## src/rtl/ising_weight_ctrl.sv

```systemverilog
// ising_weight_ctrl
//   AXI4-Lite slave sitting directly upstream of the NxN coupled_cell array.
//   - Decodes weight writes into a single-cycle broadcast strobe
//     (cell_wready / cell_wr_match / cell_wdata).
//   - Muxes per-cell weight readback onto the AXI read channel.
//   - Owns ising_rstn: 0 holds the oscillators in spin-programming mode,
//     1 lets them run, optionally for a programmed number of cycles.
// Ports
//   clk, axi_rst              clock, synchronous active-high reset
//   s_aw*/s_w*/s_b*           AXI4-Lite write address/data/response channels
//   s_ar*/s_r*                AXI4-Lite read address/data channels
//   cell_wready               broadcast write strobe to all cells
//   cell_wr_match             one-hot cell select (bit k = cell k)
//   cell_wdata                broadcast write data
//   cell_rdata                flattened cell weights, cell k at [k*W +: W]
//   ising_rstn                1 = oscillators run, 0 = program/hold
//   run_done                  one-cycle pulse when a timed run expires
// Register map (byte addresses, addr[1:0] ignored)
//   0x00 CTRL     W bit0 start(1)/abort(0); R bit0 running
//   0x04 STATUS   R bit0 running, bit1 done; writes ignored
//   0x08 TIMER    RW run length in cycles (0 = run until aborted)
//   WEIGHT_BASE+4k  RW weight of cell k (low W bits)
//   anything else -> SLVERR, no write effect, reads return 0
module ising_weight_ctrl #(
  parameter int unsigned N           = 4,
  parameter int unsigned NUM_WEIGHTS = 15,
  parameter int unsigned ADDR_W      = 12,
  parameter int unsigned WEIGHT_BASE = 'h100
) (
  input  logic                                  clk,
  input  logic                                  axi_rst,
  input  logic [ADDR_W-1:0]                     s_awaddr,
  input  logic                                  s_awvalid,
  output logic                                  s_awready,
  input  logic [31:0]                           s_wdata,
  input  logic                                  s_wvalid,
  output logic                                  s_wready,
  output logic [1:0]                            s_bresp,
  output logic                                  s_bvalid,
  input  logic                                  s_bready,
  input  logic [ADDR_W-1:0]                     s_araddr,
  input  logic                                  s_arvalid,
  output logic                                  s_arready,
  output logic [31:0]                           s_rdata,
  output logic [1:0]                            s_rresp,
  output logic                                  s_rvalid,
  input  logic                                  s_rready,
  output logic                                  cell_wready,
  output logic [N*N-1:0]                        cell_wr_match,
  output logic [31:0]                           cell_wdata,
  input  logic [N*N*$clog2(NUM_WEIGHTS)-1:0]    cell_rdata,
  output logic                                  ising_rstn,
  output logic                                  run_done
);

  localparam int unsigned W      = $clog2(NUM_WEIGHTS);
  localparam int unsigned CELLS  = N * N;
  localparam int unsigned IDX_W  = (CELLS > 1) ? $clog2(CELLS) : 1;
  localparam int unsigned WORD_W = ADDR_W - 2;
  localparam logic [WORD_W-1:0] BASE_WORD = WORD_W'(WEIGHT_BASE >> 2);
  localparam logic [WORD_W-1:0] BASE_END  = WORD_W'((WEIGHT_BASE >> 2) + CELLS);

  localparam logic [1:0] RESP_OKAY   = 2'b00;
  localparam logic [1:0] RESP_SLVERR = 2'b10;

  typedef enum logic [2:0] {
    REG_CTRL, REG_STATUS, REG_TIMER, REG_WEIGHT, REG_BAD
  } region_e;

  typedef enum logic [1:0] {W_IDLE, W_COMMIT, W_RESP} w_state_e;
  typedef enum logic [1:0] {R_IDLE, R_ADDR, R_DATA} r_state_e;

  // Word address -> register region; fixed registers win over the weight window.
  function automatic region_e decode(input logic [WORD_W-1:0] word);
    region_e r;
    if (word == WORD_W'(0))                         r = REG_CTRL;
    else if (word == WORD_W'(1))                    r = REG_STATUS;
    else if (word == WORD_W'(2))                    r = REG_TIMER;
    else if (word >= BASE_WORD && word < BASE_END)  r = REG_WEIGHT;
    else                                            r = REG_BAD;
    return r;
  endfunction

  function automatic logic [IDX_W-1:0] cell_index(input logic [WORD_W-1:0] word);
    return IDX_W'(word - BASE_WORD);
  endfunction

  // Byte-lane bits are don't-care in this register map.
  logic unused_lane_bits;
  assign unused_lane_bits = ^{s_awaddr[1:0], s_araddr[1:0]};

  // Run-control state
  logic [31:0] timer_q;
  logic [31:0] cnt;
  logic        timed;
  logic        running;
  logic        done;

  // ---------------------------------------------------------------------
  // Write FSM
  // ---------------------------------------------------------------------
  w_state_e            w_state, w_state_n;
  logic                aw_have, aw_have_n;
  logic                w_have, w_have_n;
  logic [WORD_W-1:0]   aw_word_q, aw_word_n;
  logic [31:0]         wdata_q, wdata_n;
  logic                awready_n, wready_n, bvalid_n;
  logic [1:0]          bresp_n;
  logic                cell_wready_n;
  logic [N*N-1:0]      cell_wr_match_n;
  logic [31:0]         cell_wdata_n;

  // Write state, held AW/W payload and all write-side outputs
  always_ff @(posedge clk) begin
    if (axi_rst) begin
      w_state       <= W_IDLE;
      aw_have       <= 1'b0;
      w_have        <= 1'b0;
      aw_word_q     <= '0;
      wdata_q       <= '0;
      s_awready     <= 1'b0;
      s_wready      <= 1'b0;
      s_bvalid      <= 1'b0;
      s_bresp       <= RESP_OKAY;
      cell_wready   <= 1'b0;
      cell_wr_match <= '0;
      cell_wdata    <= '0;
    end else begin
      w_state       <= w_state_n;
      aw_have       <= aw_have_n;
      w_have        <= w_have_n;
      aw_word_q     <= aw_word_n;
      wdata_q       <= wdata_n;
      s_awready     <= awready_n;
      s_wready      <= wready_n;
      s_bvalid      <= bvalid_n;
      s_bresp       <= bresp_n;
      cell_wready   <= cell_wready_n;
      cell_wr_match <= cell_wr_match_n;
      cell_wdata    <= cell_wdata_n;
    end
  end

  // Write next-state: strobes are computed on entry so they are live exactly in W_COMMIT
  always_comb begin
    w_state_n       = w_state;
    aw_have_n       = aw_have;
    w_have_n        = w_have;
    aw_word_n       = aw_word_q;
    wdata_n         = wdata_q;
    awready_n       = s_awready;
    wready_n        = s_wready;
    bvalid_n        = s_bvalid;
    bresp_n         = s_bresp;
    cell_wready_n   = 1'b0;
    cell_wr_match_n = '0;
    cell_wdata_n    = '0;

    case (w_state)
      W_IDLE: begin
        if (s_awvalid && s_awready) begin
          aw_word_n = s_awaddr[ADDR_W-1:2];
          aw_have_n = 1'b1;
        end
        if (s_wvalid && s_wready) begin
          wdata_n  = s_wdata;
          w_have_n = 1'b1;
        end
        awready_n = !aw_have_n;
        wready_n  = !w_have_n;
        if (aw_have_n && w_have_n) begin
          w_state_n = W_COMMIT;
          if (decode(aw_word_n) == REG_WEIGHT) begin
            cell_wready_n                         = 1'b1;
            cell_wr_match_n[cell_index(aw_word_n)] = 1'b1;
            cell_wdata_n                          = wdata_n;
          end
        end
      end
      W_COMMIT: begin
        aw_have_n = 1'b0;
        w_have_n  = 1'b0;
        bvalid_n  = 1'b1;
        bresp_n   = (decode(aw_word_q) == REG_BAD) ? RESP_SLVERR : RESP_OKAY;
        w_state_n = W_RESP;
      end
      W_RESP: begin
        if (s_bready) begin
          bvalid_n  = 1'b0;
          bresp_n   = RESP_OKAY;
          awready_n = 1'b1;
          wready_n  = 1'b1;
          w_state_n = W_IDLE;
        end
      end
      default: w_state_n = W_IDLE;
    endcase
  end

  // Register-side effects of the commit cycle
  logic ctrl_commit;
  logic timer_commit;
  assign ctrl_commit  = (w_state == W_COMMIT) && (decode(aw_word_q) == REG_CTRL);
  assign timer_commit = (w_state == W_COMMIT) && (decode(aw_word_q) == REG_TIMER);

  // ---------------------------------------------------------------------
  // Run timer. 'timed' latches TIMER!=0 at start so mid-run TIMER writes
  // only affect the next start.
  // ---------------------------------------------------------------------
  always_ff @(posedge clk) begin
    if (axi_rst) begin
      timer_q  <= '0;
      cnt      <= '0;
      timed    <= 1'b0;
      running  <= 1'b0;
      done     <= 1'b0;
      run_done <= 1'b0;
    end else begin
      run_done <= 1'b0;
      if (timer_commit) begin
        timer_q <= wdata_q;
      end
      if (ctrl_commit) begin
        if (wdata_q[0]) begin
          running <= 1'b1;
          cnt     <= timer_q;
          timed   <= (timer_q != 32'd0);
          done    <= 1'b0;
        end else begin
          running <= 1'b0;
        end
      end else if (running && timed) begin
        if (cnt == 32'd1) begin
          running  <= 1'b0;
          done     <= 1'b1;
          run_done <= 1'b1;
        end else begin
          cnt <= cnt - 32'd1;
        end
      end
    end
  end

  assign ising_rstn = running;

  // ---------------------------------------------------------------------
  // Read FSM
  // ---------------------------------------------------------------------
  r_state_e            r_state, r_state_n;
  logic [WORD_W-1:0]   ar_word_q, ar_word_n;
  logic                arready_n, rvalid_n;
  logic [31:0]         rdata_n;
  logic [1:0]          rresp_n;
  logic [31:0]         rd_value;
  logic                rd_err;
  logic [W-1:0]        rd_weight;

  // Read data mux over the captured address
  always_comb begin
    rd_value  = '0;
    rd_err    = 1'b0;
    rd_weight = '0;
    for (int k = 0; k < CELLS; k++) begin
      if (cell_index(ar_word_q) == IDX_W'(k)) rd_weight = cell_rdata[k*W +: W];
    end
    case (decode(ar_word_q))
      REG_CTRL:   rd_value = {31'd0, running};
      REG_STATUS: rd_value = {30'd0, done, running};
      REG_TIMER:  rd_value = timer_q;
      REG_WEIGHT: rd_value = 32'(rd_weight);
      default:    rd_err   = 1'b1;
    endcase
  end

  // Read state, captured address and read-side outputs
  always_ff @(posedge clk) begin
    if (axi_rst) begin
      r_state   <= R_IDLE;
      ar_word_q <= '0;
      s_arready <= 1'b0;
      s_rvalid  <= 1'b0;
      s_rdata   <= '0;
      s_rresp   <= RESP_OKAY;
    end else begin
      r_state   <= r_state_n;
      ar_word_q <= ar_word_n;
      s_arready <= arready_n;
      s_rvalid  <= rvalid_n;
      s_rdata   <= rdata_n;
      s_rresp   <= rresp_n;
    end
  end

  // Read next-state: capture address, sample data one edge later, hold until rready
  always_comb begin
    r_state_n = r_state;
    ar_word_n = ar_word_q;
    arready_n = s_arready;
    rvalid_n  = s_rvalid;
    rdata_n   = s_rdata;
    rresp_n   = s_rresp;

    case (r_state)
      R_IDLE: begin
        arready_n = 1'b1;
        if (s_arvalid && s_arready) begin
          ar_word_n = s_araddr[ADDR_W-1:2];
          arready_n = 1'b0;
          r_state_n = R_ADDR;
        end
      end
      R_ADDR: begin
        rvalid_n  = 1'b1;
        rdata_n   = rd_value;
        rresp_n   = rd_err ? RESP_SLVERR : RESP_OKAY;
        r_state_n = R_DATA;
      end
      R_DATA: begin
        if (s_rready) begin
          rvalid_n  = 1'b0;
          rdata_n   = '0;
          rresp_n   = RESP_OKAY;
          arready_n = 1'b1;
          r_state_n = R_IDLE;
        end
      end
      default: r_state_n = R_IDLE;
    endcase
  end

endmodule

```

## config.mk

```make
export PLATFORM = sky130hd
export DESIGN_NAME = ising_weight_ctrl
export DESIGN_NICKNAME = d
export VERILOG_FILES = /design/src/rtl/ising_weight_ctrl.sv
export SDC_FILE = /design/constraint.sdc
export NUM_CORES = 1
export LEC_CHECK = 0
export ABC_AREA = 1
export CAP_MARGIN = 20
export CORE_MARGIN = 4
export CORE_UTILIZATION = 45
export CTS_CLUSTER_DIAMETER = 30
export DETAILED_ROUTE_END_ITERATION = 10
export GPL_ROUTABILITY_DRIVEN = 0
export PLACE_DENSITY = 0.73
export SLEW_MARGIN = 30
export SYNTH_ARGS = -nofsm -noshare
export SYNTH_HDL_FRONTEND = slang
export SYNTH_SLANG_ARGS = --single-unit
```

## constraint.sdc

```tcl
create_clock -name clk -period 2.3 [get_ports clk]
set_input_delay 0.575 -clock clk [delete_from_list [all_inputs] [get_ports clk]]
set_output_delay 0.575 -clock clk [all_outputs]
set_load 0.01 [all_outputs]
```

Word level (Yosys, flattened, before mapping) --
Index checks and enable logic that the tools add are counted.
Cells by class: add/sub/neg operators 3, order comparisons 8, eq/ne operators 38, muxes and demuxes 79, bitwise logic cells 4, reductions and logical operators 44
Operators with widths (number):
- 32-bit 2-to-1 mux | 6
- 32-bit case mux with 4 select lines | 1
- 4-bit 2-to-1 mux | 16
- 32-bit case mux with 2 select lines | 1
- 3-bit 2-to-1 mux | 15
- 32-bit by 1-bit == test with 1-bit output (second input constant) | 1
- 4-bit == test (second input constant) | 8
- 32-bit nonzero test | 1
- 32-bit by 1-bit subtractor with 32-bit output (second input constant) | 1
- 10-bit by 1-bit == test with 1-bit output (second input constant) | 3
- 10-bit by 2-bit == test with 1-bit output (second input constant) | 3
- 10-bit by 7-bit >= comparator with 1-bit output (second input constant) | 3
- 10-bit logical NOT | 3
- 10-bit by 7-bit less-than comparator with 1-bit output (second input constant) | 3
- 1-bit 2-to-1 mux | 20
- 10-bit 2-to-1 mux | 2
- 2-bit AND reduction | 9
- 4-bit by 3-bit == test with 1-bit output (second input constant) | 4
- 1-bit case mux with 2 select lines | 7
- 2-bit nonzero test | 7
- 3-bit by 2-bit == test with 1-bit output (second input constant) | 4
- 2-bit 2-to-1 mux | 6
- 2-bit inequality test (second input constant) | 6
- 2-bit case mux with 3 select lines | 2
- 20 further kinds | 44
Word-level totals: register bits 216, bits of input ports 127, word-level logic and storage cells 200

Depth between registers and ports, before layout --
Gate-level depths: netlist (run 1).
word-level depth 20, depth in mapped cells 18, mapped depth without buffers 18

Worst setup path after synthesis (run 1) --
No wires, ideal clock.
path kind input-to-reg, start input port s_awvalid, end register cell_wr_match[0], data arrival time 1.791 ns, required time 2.234 ns, setup slack 0.443 ns, stages 9, buffers on the path 1, cells stage by stage nand2_1 inv_1 buf_2 o21ai_0 nor4_1 nand2_1 inv_2 nand3_1 nor2_1
On the way: word-level cells in the longest chain between the ends 14, elaborated cells between the ends (all ways) 28
RTL lines:
- from (decl) | line 33 | input logic s_awvalid,
- 1-bit logical AND * | line 161 | if (s_awvalid && s_awready) begin
- 10-bit 2-to-1 mux | line 161
- 10-bit 2-to-1 mux | line 159 | case (w_state)
- 10-bit by 7-bit >= comparator with 1-bit output / 10-bit by 7-bit less-than comparator with 1-bit output (equally long branches) | line 79 | else if (word >= BASE_WORD && word < BASE_END) r = REG_WEIGHT;
- 1-bit logical AND | line 79
- 3-bit 2-to-1 mux | line 79
- 3-bit 2-to-1 mux | line 78 | else if (word == WORD_W'(2)) r = REG_TIMER;
- 3-bit 2-to-1 mux | line 77 | else if (word == WORD_W'(1)) r = REG_STATUS;
- 3-bit 2-to-1 mux | line 76 | if (word == WORD_W'(0)) r = REG_CTRL;
- 3-bit 2-to-1 mux | line 171 | if (aw_have_n && w_have_n) begin
- 3-bit 2-to-1 mux | line 159
- 3-bit by 2-bit == test with 1-bit output | line 173 | if (decode(aw_word_n) == REG_WEIGHT) begin
- 1-bit inverter (no line)
- 4-bit OR reduction (no line)
- to (signal assigned) | line 139 | cell_wr_match <= cell_wr_match_n;
- to (decl) | line 49 | output logic [N*N-1:0] cell_wr_match,
Mark *: on every way between the ends. The rest lies on a longest branch, timed or not. The select of a mux whose other input is x is not followed. A chain may end at the register's enable or synchronous reset.

Worst setup path in the final report (run 1) --
start register aw_word_q[5], end register cnt[26]
On the way: word-level cells in the longest chain between the ends 10, elaborated cells between the ends (all ways) 17
RTL lines:
- from (decl) | line 105 | logic [WORD_W-1:0] aw_word_q, aw_word_n;
- from (signal assigned) | line 132 | aw_word_q <= aw_word_n;
- 10-bit by 7-bit >= comparator with 1-bit output / 10-bit by 7-bit less-than comparator with 1-bit output (equally long branches) | line 79
- 1-bit logical AND | line 79
- 3-bit 2-to-1 mux | line 79
- 3-bit 2-to-1 mux | line 78
- 3-bit 2-to-1 mux | line 77
- 3-bit 2-to-1 mux * | line 76
- 3-bit logical NOT * | line 203 | assign ctrl_commit = (w_state == W_COMMIT) && (decode(aw_word_q) == REG_CTRL);
- 1-bit logical AND * | line 203
- 2-bit inequality test (no line) / 2-bit nonzero test (equally long branches)
- 3-bit AND reduction (no line)
- to (signal assigned) | line 226 | cnt <= timer_q;
- to (signal assigned) | line 238 | cnt <= cnt - 32'd1;
- to (decl) | line 94 | logic [31:0] cnt;
Mark *: on every way between the ends. The rest lies on a longest branch, timed or not.

==> results of run 1 <==
## worst register-to-register path, stage by stage (launching register included)
cell	delay (ns)
dfxtp_1	0.29
inv_1	0.10
nand3_2	0.12
nor2_2	0.12
and3_1	0.18
buf_4	0.13
nand3_1	0.09
inv_1	0.12
nand2_1	0.10
nand2_2	0.11
buf_4	0.28
o21ai_0	0.17
nor2_1	0.14
a211oi_1	0.05
## final cells by class
| cell class | instances | area (um2) |
|---|---|---|
| Clock inverter | 29 | 327 |
| Tap cell | 270 | 338 |
| Fill cell | 1728 | 6950 |
| Timing Repair Buffer | 254 | 2490 |
| Clock buffer | 50 | 1130 |
| Inverter | 156 | 592 |
| Multi-Input combinational cell | 858 | 4450 |
| Sequential cell | 214 | 4280 |
## routing by layer
layer	wire [um]	GRT usage
met1	13300	0.332
met2	13200	0.381
met3	1940	0.0458
met4	780	0.0753
met5	0	0
## per-stage QoR
| stage | utilization | TNS, ns |
|---|---|---|
| 3_3_place_gp | 0.588 | -2.24 |
| 2_1_floorplan | - | 0 |
| 3_5_place_dp | 0.588 | -6.27 |
| 4_1_cts | 0.659 | 0 |
| 6_report | 0.662 | 0 |
| 5_1_grt | 0.662 | -0.0133 |
## cell usage in the layout (no fill, tap or decap), types with 7 or more instances in the layout
cell | netlist | final
nand3_1 | 66 | 64
clkbuf_16 | 0 | 43
inv_1 | 151 | 149
nor2_1 | 132 | 126
nand2_1 | 234 | 233
a21oi_1 | 131 | 131
nand4_1 | 25 | 25
clkinv_4 | 0 | 7
inv_6 | 0 | 8
o21ai_0 | 101 | 100
dfxtp_1 | 214 | 214
buf_4 | 2 | 37
xnor2_1 | 7 | 7
a31oi_1 | 7 | 7
nor2_4 | 8 | 10
nor2_2 | 3 | 7
nor3_1 | 11 | 11
nor4_1 | 9 | 9
xor2_1 | 7 | 7
clkdlybuf4s50_1 | 0 | 211
o211ai_1 | 39 | 39
mux2i_1 | 32 | 32
## report_power, final
group | internal, W | switching, W
clock network | 0.00404 | 0.00212
logic | 0.000530 | 0.000661
registers | 0.00385 | 0.000118
total | 0.00842 | 0.00290
## cell families (layout without fill, tap and decap cells)
group           after synthesis  in the layout  share of synthesized area
other cells                   1              2                   0.000393
buf+inv                     218            489                     0.0891
flops                       214            214                      0.449
xor+xnor                     14             14                     0.0129
compound gates              294            294                      0.169
fa+ha+maj                     2              2                    0.00262
mux                          32             32                     0.0336
simple gates                514            514                      0.243
## state kept, by name, summed over array words and instances, names as in the netlist
name / count
w_have: 1
done: 1
s_wready: 1
cell_wready: 1
aw_have: 1
ising_rstn: 1
timed: 1
s_rresp: 1
ar_word_q: 10
wdata_q: 32
r_state: 2
s_arready: 1
aw_word_q: 10
run_done: 1
s_bresp: 1
cnt: 32
timer_q: 32
cell_wr_match: 16
w_state: 2
s_rdata: 32
s_rvalid: 1
s_bvalid: 1
cell_wdata: 32
s_awready: 1
## timing repair
action,CTS,global route
gates resized for setup,0,10
hold buffers,0,0
setup endpoints to repair,0,21
setup buffers,0,3
## worst paths after layout
check	cells past startpoint	from	endpoint	slack (ns)
max	13	aw_word_q[5]	cnt[26]	0.14
max reg2reg	13	aw_word_q[5]	cnt[26]	0.14
min	2	axi_rst	run_done	0.43
min reg2reg	2	s_rdata[20]	s_rdata[20]	0.46
==> qor.csv, run 1 <==
stage,metric,value,unit
timing,Worst-Margin Slew,0.724,ns
finish,"non-filler cells, final",1831,
power,PD cells,832,mW/mm2
floorplanning,Initial Util,0.464,
synth,synth unique cells,48,
detailed_routing,DR iter-0 viols,590,
detailed_routing,DRC viols,0,
synth,register area share after synthesis,0.449,
job,max_cap viols,0,
grt,GRT Overall Usage,0.240,
detailed_routing,vias per cell,5.20,
critical_path,Crit. End Element,flop,
finish,Final nets,1656,
floorplanning,Core Rows,52,
critical_path,WP data arrival,2.53,ns
place,placed cells,1749,
floorplanning,Die H,154,um
critical_path,critical path's top delay family,simple AND/OR/NAND/NOR gates,
synth,Synth top area share,0.449,
synth,Syn Inst Count,1289,
clock_tree,clk buf depth,3,
synth,Mean Syn Cell Area,7.39,um2
synth,number of enable flip-flop cells after synthesis,0,
critical_path,"Critical Path, Cell by Cell",inv_1 -> nand3_2 -> nor2_2 -> and3_1 -> buf_4 -> nand3_1 -> inv_1 -> nand2_1 -> nand2_2 -> buf_4 -> o21ai_0 -> nor2_1 -> a211oi_1,
power,Worst VDD drop,699,uV
synth,Area contributors post-synth,"dfxtp_1 45%, nand2_1 9.2%, a21oi_1 6.9%",
timing,final setup violating endpoints,0,
finish,Area Growth Syn to Fin,42.8,%
floorplanning,Die X,154,um
timing,min cycle time layout,2.16,ns
detailed_routing,via count,9519,
clock_tree,CTS tree,yes,
timing,FMAX,464,MHz
synth,Yosys top cell by area,dfxtp_1,
power,leakage power,5.98,nW
grt,vias in the first global route,9208,
timing,Final Cycle Share,0.938,
synth,top-count cell post-synth,nand2_1,
synth,synthesized cell area,0.00953,mm2
clock_tree,H-tree levels,2,
clock_tree,clk root buf,clkbuf_16,
synth,Synth Register Bits,214,
synth,"Async S/R FF share, synth",0,
timing,Slew headroom,0.513,
critical_path,CP required,2.67,ns
place,I/O Buffers,212,
finish,diode count,0,
floorplanning,die area,0.0236,mm2
min_path,HP Class,primary input to flop,
synth,Post-synth top cells,"234 x nand2_1, 214 x dfxtp_1, 151 x inv_1, 132 x nor2_1, 131 x a21oi_1",
grt,first-pass GRT wire length,47000,um
critical_path,Startpoint Class,flop,
clock_tree,latest clock arrival within the worst-skew pair,0.52,ns
clock_tree,total CTS buffers,43,
detailed_routing,WL/cell,16.0,um
floorplanning,io pins,219,
place,pre-CTS WS,-0.179,ns
critical_path,WS Path Type,flop to flop,
finish,share of cells above drive strength 1,0.104,
power,Total Power,0.0113,W
timing,Final Hold Vio Count,0,
floorplanning,core footprint,0.0206,mm2
grt,largest net degree at the start of global routing,67,
detailed_routing,WL final,29200,um
detailed_routing,Final ANT Viol Nets,0,
critical_path,Critical path buffers and inverters,4,
critical_path,max incr delay on CP,0.29,ns
clock_tree,Clock Pin Slew Worst Setup and Hold Paths,0.05,ns
timing,clock skew,0.0129,ns
grt,GRT overflow,0,
finish,final instance area,0.0136,mm2
place,DP Area,0.0121,mm2
critical_path,CP max FO,25,
detailed_routing,first-pass detailed-route iteration total,5,
synth,Main synth FF type,dfxtp_1,
grt,initial antenna violation count,0,
critical_path,"Slowest-stage cell, CP",dfxtp_1,
timing,setup ws final,0.143,ns
timing,Final Max Slew Viols,0,
clock_tree,Sink Count,214,
synth,synth warn,0,
status,status,completed,
place,Final HPWL DP,20900,um
timing,hold_ws,0.433,ns
Note: power is estimated with default switching activity, not from simulation.
==> inputs of run 2 (changes only) <==
--- a/config.mk
+++ b/config.mk
@@ -9,6 +9,7 @@
 export CAP_MARGIN = 20
 export CORE_MARGIN = 4
 export CORE_UTILIZATION = 45
+export CTS_BUF_LIST = sky130_fd_sc_hd__clkbuf_8
 export CTS_CLUSTER_DIAMETER = 30
 export DETAILED_ROUTE_END_ITERATION = 10
 export GPL_ROUTABILITY_DRIVEN = 0
==> qor.csv, run 2 (synthesized netlist as in run 1, its figures left out) <==
stage,metric,value,unit,change
status,status,completed,,
floorplanning,Initial Util,0.464,,unchanged
detailed_routing,WL final,29000,um,-0.66%
floorplanning,io pins,219,,unchanged
finish,Final nets,1657,,+0.060%
clock_tree,latest clock arrival within the worst-skew pair,0.57,ns,+0.05 ns
critical_path,Startpoint Class,flop,,
floorplanning,core footprint,0.0206,mm2,unchanged
power,Total Power,0.00999,W,-12%
timing,Final Cycle Share,0.921,,-0.0168
detailed_routing,first-pass detailed-route iteration total,7,,+2
critical_path,CP max FO,5,,-80%
finish,"most common cell after layout, fill and taps aside",nand2_1,,
detailed_routing,DRC viols,0,,unchanged
critical_path,WP data arrival,2.53,ns,about the same
critical_path,Crit. End Element,flop,,
detailed_routing,Final ANT Viol Nets,0,,unchanged
power,leakage power,5.84,nW,-2.3%
detailed_routing,DR WL met2,12900,um,-1.5%
timing,Final Max Slew Viols,0,,unchanged
critical_path,max incr delay on CP,0.39,ns,+0.10 ns
finish,share of cells above drive strength 1,0.106,,+0.00115
floorplanning,Die H,154,um,unchanged
place,Final HPWL DP,20900,um,unchanged
place,DP Area,0.0121,mm2,unchanged
min_path,HP Class,primary input to flop,,
grt,GRT overflow,0,,unchanged
critical_path,CP most frequent cell,nand2_1,,
place,I/O Buffers,212,,unchanged
grt,first-pass GRT wire length,46200,um,-1.7%
clock_tree,CTS tree,yes,,
critical_path,"Critical Path, Cell by Cell",inv_1 -> nor2_1 -> nand2_1 -> or2_2 -> nand2_1 -> nand2_1 -> nand2_1 -> nand4_1 -> nor2_1 -> nand3_1 -> nand2_1 -> nand2_1 -> nand2_1 -> a21oi_1,,
finish,Area Growth Syn to Fin,38.9,%,
timing,Slew headroom,0.504,,-0.00926
grt,vias in the first global route,9080,,-1.4%
clock_tree,clk root buf,clkbuf_8,,
clock_tree,total CTS buffers,45,,+4.7%
floorplanning,die area,0.0236,mm2,unchanged
clock_tree,Clock Pin Slew Worst Setup and Hold Paths,0.06,ns,about the same
timing,clock skew,0.0425,ns,+0.0296 ns
timing,min cycle time layout,2.12,ns,-0.0386 ns
timing,Worst-Margin Slew,0.738,ns,+0.0138 ns
detailed_routing,via count,9474,,-0.47%
critical_path,Critical path buffers and inverters,1,,-3
critical_path,CP required,2.71,ns,+0.04 ns
power,Worst VDD drop,461,uV,-34%
floorplanning,Core Rows,52,,unchanged
finish,Util after Layout,0.644,,-0.0178
timing,Final Hold Vio Count,0,,unchanged
clock_tree,clk buf depth,3,,unchanged
detailed_routing,WL/cell,15.8,um,-0.82%
clock_tree,Sink Count,214,,unchanged
job,max_cap viols,0,,unchanged
timing,hold_ws,0.397,ns,-0.0360 ns
timing,FMAX,472,MHz,+1.8%
floorplanning,Die X,154,um,unchanged
timing,final setup violating endpoints,0,,unchanged
critical_path,WS Path Type,flop to flop,,
grt,GRT Overall Usage,0.236,,-0.00362
finish,most frequent cells in the layout,"233 x nand2_1, 214 x dfxtp_1, 211 x clkdlybuf4s50_1",,
power,PD cells,754,mW/mm2,-9.4%
critical_path,"Slowest-stage cell, CP",dfxtp_1,,
critical_path,critical path's top delay family,simple AND/OR/NAND/NOR gates,,
detailed_routing,routed wl met3,1980,um,+2.1%
timing,setup TNS,0,ns,unchanged
clock_tree,H-tree levels,2,,unchanged
grt,largest net degree at the start of global routing,67,,unchanged
grt,initial antenna violation count,0,,unchanged
finish,final instance area,0.0132,mm2,-2.7%
detailed_routing,uppermost routed layer,met4,,
detailed_routing,DR iter-0 viols,686,,+16%
detailed_routing,WL met1,13500,um,+0.94%
detailed_routing,vias per cell,5.17,,-0.64%
## run 2: cell type report
| cell class | instances | area (um2) |
|---|---|---|
| clock buffers | 48 | 661 |
| diodes | 1 | 2.50 |
| repair buffers | 253 | 2480 |
| flip-flops and latches | 214 | 4280 |
| well taps | 270 | 338 |
| fillers | 1820 | 7320 |
| clock inverters | 34 | 432 |
| inverters | 156 | 592 |
| multi-input cells | 858 | 4460 |
## run 2: path summary, 6_finish.rpt
check                                  start     endpoint  slack, ns  cells past startpoint
worst max-delay path            ar_word_q[2]   s_rdata[3]       0.18                     14
worst min-delay path                 axi_rst     run_done       0.40                      2
worst max register to register  ar_word_q[2]   s_rdata[3]       0.18                     14
worst min register to register   s_rdata[20]  s_rdata[20]       0.46                      2
## run 2: layer usage
layer / global-route usage / up-vias
met5: 0 / -
met4: 0.0664 / 0
met3: 0.0512 / 51
met2: 0.367 / 301
met1: 0.334 / 4370
li1: - / 4752
## run 2: per-stage QoR
step | cells | setup slack, ns
after floorplan | 1290 | 0.443
after CTS | 1831 | 0.0782
after global routing | 1833 | -0.0195
final | 1834 | 0.182
after detailed placement | 1749 | -0.179
after global placement | 1749 | -0.0650
## run 2: repair_timing
action | in CTS | in global routing
resized for setup | 0 | 12
setup endpoints to repair | 0 | 22
buffers inserted | 0 | 2
hold buffers | 0 | 0
## run 2: power by group
group	internal [W]	switching (W)
logic	0.000530	0.000661
registers	0.00384	0.000118
clock network	0.00301	0.00182
